===== src/rtl/arith_pkg.sv =====
// Shared arithmetic-unit definitions used by the divider and the vedic_16x16
// wrappers.
//   DW          : base operand width (word)
//   word_t      : DW-bit word (divisor, remainder, multiplier operands)
//   dword_t     : 2*DW-bit word (dividend, quotient, product)
//   div_state_t : sequential divider control states
package arith_pkg;

  localparam int unsigned DW = 16;

  typedef logic [DW-1:0]   word_t;
  typedef logic [2*DW-1:0] dword_t;

  typedef enum logic [1:0] {
    IDLE = 2'd0,
    RUN  = 2'd1,
    DONE = 2'd2
  } div_state_t;

endpackage : arith_pkg


===== src/rtl/div_step.sv =====
// One combinational restoring-division iteration.
//   rem_i     : current partial remainder (always < divisor)
//   bit_i     : next dividend bit, shifted in at the LSB
//   divisor_i : denominator
//   rem_o     : next partial remainder
//   qbit_o    : quotient bit produced by this iteration
module div_step #(
  parameter int unsigned DW = 16
) (
  input  logic [DW-1:0] rem_i,
  input  logic          bit_i,
  input  logic [DW-1:0] divisor_i,
  output logic [DW-1:0] rem_o,
  output logic          qbit_o
);

  logic [DW:0]   shifted;
  logic [DW-1:0] diff;

  // The shifted value is DW+1 bits wide, but whenever it is >= divisor the
  // true difference is < divisor, so a DW-bit modular subtract is exact.
  always_comb begin
    shifted = {rem_i, bit_i};
    diff    = shifted[DW-1:0] - divisor_i;
    qbit_o  = (shifted >= {1'b0, divisor_i});
    rem_o   = qbit_o ? diff : shifted[DW-1:0];
  end

endmodule : div_step


===== src/rtl/seq_divider_32by16.sv =====
// Multi-cycle restoring divider, one quotient bit per clock, MSB first.
//   clk, rst_n  : rising-edge clock, asynchronous active-low reset
//   start       : request, accepted only when not busy
//   dividend    : 2*DW-bit numerator, captured on accepted start
//   divisor     : DW-bit denominator, captured on accepted start
//   busy        : iteration in progress
//   valid       : result valid, held until the next accepted start
//   quotient    : 2*DW-bit result quotient
//   remainder   : DW-bit result remainder
//   div_by_zero : divisor was zero for the current result
module seq_divider_32by16 #(
  parameter int unsigned DW = arith_pkg::DW
) (
  input  logic            clk,
  input  logic            rst_n,
  input  logic            start,
  input  logic [2*DW-1:0] dividend,
  input  logic [DW-1:0]   divisor,
  output logic            busy,
  output logic            valid,
  output logic [2*DW-1:0] quotient,
  output logic [DW-1:0]   remainder,
  output logic            div_by_zero
);

  import arith_pkg::*;

  localparam int unsigned CW = $clog2(2*DW+1);

  div_state_t      state_q, state_d;
  logic [CW-1:0]   cnt_q;
  logic [2*DW-1:0] dvd_q;
  logic [DW-1:0]   dsr_q;
  logic [DW-1:0]   rem_q;
  logic [2*DW-1:0] quo_q;
  logic [DW-1:0]   res_rem_q;
  logic            dbz_q;

  logic            accept;
  logic            last_iter;
  logic [DW-1:0]   step_rem;
  logic            step_qbit;

  assign accept    = start && (state_q != RUN);
  assign last_iter = (state_q == RUN) && (cnt_q == CW'(1));

  div_step #(.DW(DW)) u_step (
    .rem_i     (rem_q),
    .bit_i     (dvd_q[2*DW-1]),
    .divisor_i (dsr_q),
    .rem_o     (step_rem),
    .qbit_o    (step_qbit)
  );

  // State register
  always_ff @(posedge clk or negedge rst_n) begin
    if (!rst_n) state_q <= IDLE;
    else        state_q <= state_d;
  end

  // Next-state logic
  always_comb begin
    state_d = state_q;
    case (state_q)
      IDLE, DONE: if (start) state_d = (divisor == '0) ? DONE : RUN;
      RUN:        if (cnt_q == CW'(1)) state_d = DONE;
      default:    state_d = IDLE;
    endcase
  end

  // Output logic
  always_comb begin
    busy        = (state_q == RUN);
    valid       = (state_q == DONE);
    quotient    = quo_q;
    remainder   = res_rem_q;
    div_by_zero = dbz_q;
  end

  // Datapath. The dividend register doubles as the quotient accumulator:
  // each iteration shifts out a dividend bit at the top and a quotient bit
  // in at the bottom, so after 2*DW steps it holds the full quotient.
  always_ff @(posedge clk or negedge rst_n) begin
    if (!rst_n) begin
      cnt_q     <= '0;
      dvd_q     <= '0;
      dsr_q     <= '0;
      rem_q     <= '0;
      quo_q     <= '0;
      res_rem_q <= '0;
      dbz_q     <= 1'b0;
    end else if (accept) begin
      dvd_q <= dividend;
      dsr_q <= divisor;
      rem_q <= '0;
      cnt_q <= CW'(2*DW);
      if (divisor == '0) begin
        quo_q     <= '1;
        res_rem_q <= dividend[DW-1:0];
        dbz_q     <= 1'b1;
      end else begin
        dbz_q <= 1'b0;
      end
    end else if (state_q == RUN) begin
      rem_q <= step_rem;
      dvd_q <= {dvd_q[2*DW-2:0], step_qbit};
      cnt_q <= cnt_q - CW'(1);
      if (last_iter) begin
        quo_q     <= {dvd_q[2*DW-2:0], step_qbit};
        res_rem_q <= step_rem;
      end
    end
  end

endmodule : seq_divider_32by16


===== config.mk =====
export PLATFORM = sky130hd
export DESIGN_NAME = seq_divider_32by16
export DESIGN_NICKNAME = d
export VERILOG_FILES = /design/src/rtl/arith_pkg.sv /design/src/rtl/div_step.sv /design/src/rtl/seq_divider_32by16.sv
export SDC_FILE = /design/constraint.sdc
export NUM_CORES = 1
export LEC_CHECK = 0
export BUFFER_PORTS_ARGS = -buffer_cell sky130_fd_sc_hd__buf_2
export CAP_MARGIN = 25
export CORE_ASPECT_RATIO = 2
export CORE_MARGIN = 5
export CORE_UTILIZATION = 40
export DETAILED_ROUTE_END_ITERATION = 16
export HOLD_SLACK_MARGIN = 0.12
export RECOVER_POWER = 50
export SLEW_MARGIN = 20
export SYNTH_ARGS = -nofsm -noshare
export SYNTH_HDL_FRONTEND = slang
export SYNTH_SLANG_ARGS = --single-unit

===== constraint.sdc =====
create_clock -name clk -period 7 [get_ports clk]
set_input_delay 1.05 -clock clk [delete_from_list [all_inputs] [get_ports clk]]
set_output_delay 1.05 -clock clk [all_outputs]
set_load 0.005 [all_outputs]

# Yosys cells after proc, flatten, opt, wreduce, memory -nomap -nowiden
# Cells that the tools add are included.
[op_classes]
addsub = 2
n_mul = 0
div_mod_pow = 0
order_cmp = 1
n_eq_ne = 7
n_shift = 0
muxes = 20
bitwise_logic = 0
n_reduce_logical = 9
[ops]
columns = ["cell", "count"]
rows = [
  ["$mux 32", 6],
  ["$mux 16", 7],
  ["$ge 17x16->1", 1],
  ["$logic_not 16->1", 1],
  ["$sub 16x16->16", 1],
  ["$mux 6", 2],
  ["$eq 6x1->1 const B", 1],
  ["$mux 2", 3],
  ["$ne 2x1->1 const B", 3],
  ["$sub 6x1->6 const B", 1],
  ["$pmux 2 s2", 1],
  ["$reduce_bool 2->1", 2],
  ["$reduce_and 3->1", 1],
  ["$eq 2x1->1 const B", 1],
  ["$eq 2x2->1 const B", 1],
  ["$logic_and 1x1->1", 2],
  ["$logic_not 2->1", 1],
  ["$ne 2x2->1 const B", 1],
  ["$reduce_and 2->1", 1],
  ["$reduce_or 2->1", 1],
  ["$mux 1", 1],
]
[word_totals]
ff_bits = 121
latch_bits = 0
ramBits = 0
rom_bits = 0
in_bits = 51
out_inout_bits = 51
word_cells = 47
mem_count = 0

# Longest topological paths before layout
[depth]
depth_word = 5
mapped_depth = 10
ltp_nobuf = 10

# Hierarchy
# Synthesis repeated with hierarchy kept, for this count alone.
[unflattened]
hier_cells = 597
area_unflattened_um2 = 6321.1
[modules_own_cells]
columns = ["module", "n_inst", "cells_each", "area_per_inst_um2", "seq_area_each_um2"]
rows = [
  ["seq_divider_32by16", 1, 441, 5156.2, 3027.9],
  ["div_step", 1, 156, 1164.9, 0.0],
]

# Worst setup path before layout
# No wires, ideal clock.
[synth_path]
path_type = "input port to flip-flop"
from = "input divisor[2]"
to = "register res_rem_q[3] (netlist: remainder[3])"
setup_time_ns = 0.134
arrival_time_ns = 2.249
required_time_ns = 6.866
path_slack_ns = 4.618
stages = 7
n_path_buf = 1
path_cell_list = "nor4_1 -> and4_1 -> nand3_1 -> clkbuf_1 -> and3_1 -> a21oi_1 -> o21ai_0"
[synth_via]
elab_chain_cells = 3
[synth_rtl]
columns = ["item", "line", "text"]
rows = [
  ["start: declaration", "seq_divider_32by16.sv:18", "input logic [DW-1:0] divisor,"],
  ["$logic_not 16->1", "seq_divider_32by16.sv:97", "if (divisor == '0) begin"],
  ["$ne 2x1->1 (no line)", "--", ""],
  ["$reduce_and 3->1 (no line)", "--", ""],
  ["end signal: assignment", "seq_divider_32by16.sv:99", "res_rem_q <= dividend[DW-1:0];"],
  ["end signal: assignment", "seq_divider_32by16.sv:110", "res_rem_q <= step_rem;"],
  ["end: declaration", "seq_divider_32by16.sv:36", "logic [DW-1:0] res_rem_q;"],
]
# No other way between the ends.
# A chain may end at the register's enable or synchronous reset.

# Worst setup path in the final report
[layout_path]
from = "register state_q[1]"
to = "output busy"
[layout_via]
elab_chain_cells = 1
[layout_rtl]
columns = ["item", "line", "text"]
rows = [
  ["start: declaration", "seq_divider_32by16.sv:30", "div_state_t state_q, state_d;"],
  ["start signal: assignment", "seq_divider_32by16.sv:58", "else state_q <= state_d;"],
  ["$eq 2x1->1", "seq_divider_32by16.sv:73", "busy = (state_q == RUN);"],
  ["end: declaration", "seq_divider_32by16.sv:19", "output logic busy,"],
]
# No other way between the ends.

==> out/metrics.csv <==
metric,value,unit
synth_top_area_share,0.484,
cp.required,5950,ps
rsz0062_at_grt,no,
drt_iter0_drc,250,
drive_gt1_frac,0.176,
initial_utilization,0.407,
worst-path-stages,5,
num_rows,64,
cts_buffer_depth,2,
final-max-slew-violation-count,60,
post-route-drc-count,0,
reg2reg_depth,7,
post_cts_resized,0,
p_sw,1.64,mW
avgSynthCellArea,9.53,um^2
io_buffers,101,
violations,"capacitance limit, slew limit",
period_needed,4440,ps
fin_crit_sh,0.634,
setup_tns,0,ps
grt_overflow_total,0,
grt_max_degree,64,
hpwl,12.1,mm
die_area,18400,um^2
antenna_found_initial,1,
path_max_fanout,41,
synth-edff-count,0,
path_cells,"nand2b_1, buf_4, inv_1, clkbuf_1, buf_2",
postSynthCellCount,656,
post-route-util,0.485,
ys.warnings.count,0,
diodes,0,
cp-startpoint,state_q[1]$_DFFE_PN0P_,
status,finished with violations,
routed_via_density,5.38,
cp-end-kind,output port,
routabilityCongestion,0.999,
areaGrowthSynthToFinish,19.3,%
core,15400,um^2
pre_cts_slack,2940,ps
worstPathArrival,3390,ps
die_w,98.4,um
dr_total_vias,5122,
startpoint_type,flip-flop,
power.leakage,3.50,nW
cts.sinks,121,
num_io_pins,102,
clk_pin_slew_worst_paths,60,ps
p_per_area,543,nW/um^2
yosysMostFrequentCell,dfrtp_1,
syn-num-nets,726,
path_buf_inv,4,
async_flop_share,1.00,
worst_slew_pin_slew,3280,ps
slowest_delay,1090,ps
ys_ff_latch,121,
skew,9.65,ps
power_frac_comb,0.459,
wl_per_cell,17.5,um
firstDrtPassIters,4,
grt_pass1_vias,5443,
hold_depth,2,
ys_top_cells_by_area,"dfrtp_1 (48%), o21ai_0 (7.3%), nand2_1 (7.1%)",
min_from,dvd_q[23]$_DFFE_PN0P_,
finalHoldViolations,0,
wl,16.7,mm
postCtsSetupRepairBufs,0,
insertion_delay,410,ps
ant_nets,0,
synth_area,6250,um^2
cts_hold_buf,0,
cts-root-buf,clkbuf_16,
slowest_stage,clkbuf_1,
final_nets,811,
layout_setup_ws,2560,ps
synth_cell_types,57,
stdcell_area,7460,um^2
grt_pass1_wl,27.5,mm
place_area,6880,um^2
clockPowerShare,0.228,
crit_family,buffers and inverters,
report.final.setup_viol,0,
p_seq_frac,0.313,
reg2reg_from,state_q[1]$_DFFE_PN0P_,
cts_max_level,4,
cts_buffers,17,
die_height,187,um
synthTopCellsByCount,"dfrtp_1 (121), nand2_1 (119), o21ai_0 (91)",
cts_tree,yes,
relSlewSlack,-1.19,
max_freq,0.225,GHz
grt.total_usage,0.187,
worst_hold_path_type,reg -> reg,
p_int,2.41,mW
maxCapViolations,1,
worstSetupPathType,reg -> out,
synth_ff_type,dfrtp_1,
yosysTopAreaCell,dfrtp_1,
ir_worst_vdd,0.172,mV
swShare,0.405,
ys_seq_area_frac,0.484,
-- registers in the layout, indices dropped and copies added (netlist names) --
register and cells:
dsr_q 16, cnt_q 6, dvd_q 32, state_q 2, rem_q 16, remainder 16
div_by_zero 1, quotient 32
-- layout by cell type, fill, tap and decap left out, types with 9 or more instances in the layout --
cell type / count
o211ai_1: 10
xnor2_1: 10
nand3_1: 32
o21ai_0: 91
mux2i_1: 43
buf_2: 65
dfrtp_1: 121
ha_1: 18
clkbuf_16: 17
nand2_1: 119
and3_1: 18
o21ai_1: 9
nor2_1: 13
inv_1: 23
mux2_2: 17
clkbuf_1: 38
a21oi_1: 26
-- cell families after synthesis --
logic type	count (synthesis)	share of synthesized area
flip-flops	121	0.484
AND/OR/NAND/NOR	207	0.151
XOR/XNOR	13	0.0182
AO/OA/AOI/OAI	170	0.164
adder cells (fa/ha/maj)	19	0.0392
multiplexers	61	0.101
buffers and inverters	65	0.0428
-- power groups by stage --
stage / clock, mW / combinational, mW / sequential (mW)
floorplan: 0 / 1.39 / 1.22
global placement: 0 / 1.83 / 1.26
detailed placement: 0 / 1.88 / 1.27
CTS: 0.941 / 1.89 / 1.26
global route: 0.973 / 2.08 / 1.30
finish: 0.924 / 1.86 / 1.27
-- area by class of cell --
class	instances	area [um^2]
clock inverter	12	171
clock buffer	20	457
timing repair buffer	107	502
sequential	121	3030
inverter	24	90.1
tap	198	248
multi-input combinational	470	2960
fill	1513	7920
-- layer usage --
metal / track usage / routed length [um] / up-vias
li1: - / - / 2471
met1: 0.194 / 6100 / 2468
met2: 0.350 / 9360 / 145
met3: 0.0426 / 728 / 36
met4: 0.0810 / 502 / 2
met5: 0 / 7 / -
-- path summary, 6_finish.rpt --
check / to / slack, ps
setup / recovery: busy / 2560
setup reg to reg: cnt_q[3]$_DFFE_PN0P_ / 3580
min in group asynchronous: quotient[20]$_DFFE_PN0P_ / 1730
hold / removal: quotient[24]$_DFFE_PN0P_ / 490
max in group asynchronous: remainder[11]$_DFFE_PN0P_ / 3100
hold reg to reg: quotient[24]$_DFFE_PN0P_ / 490
-- worst min-delay path, cell delays in order (launching register included) --
cell and delay [ps]:
dfrtp_1 350, nand2_1 50, nand2_1 50
-- per-stage QoR --
stage	hold slack, ps	cells	power (mW)
after global placement	478	920	3.08
after floorplan	460	656	2.61
after global routing	508	952	4.35
after detailed placement	482	920	3.15
after CTS	495	952	4.10
final	489	952	4.05
(Power assumes the default switching activity.)
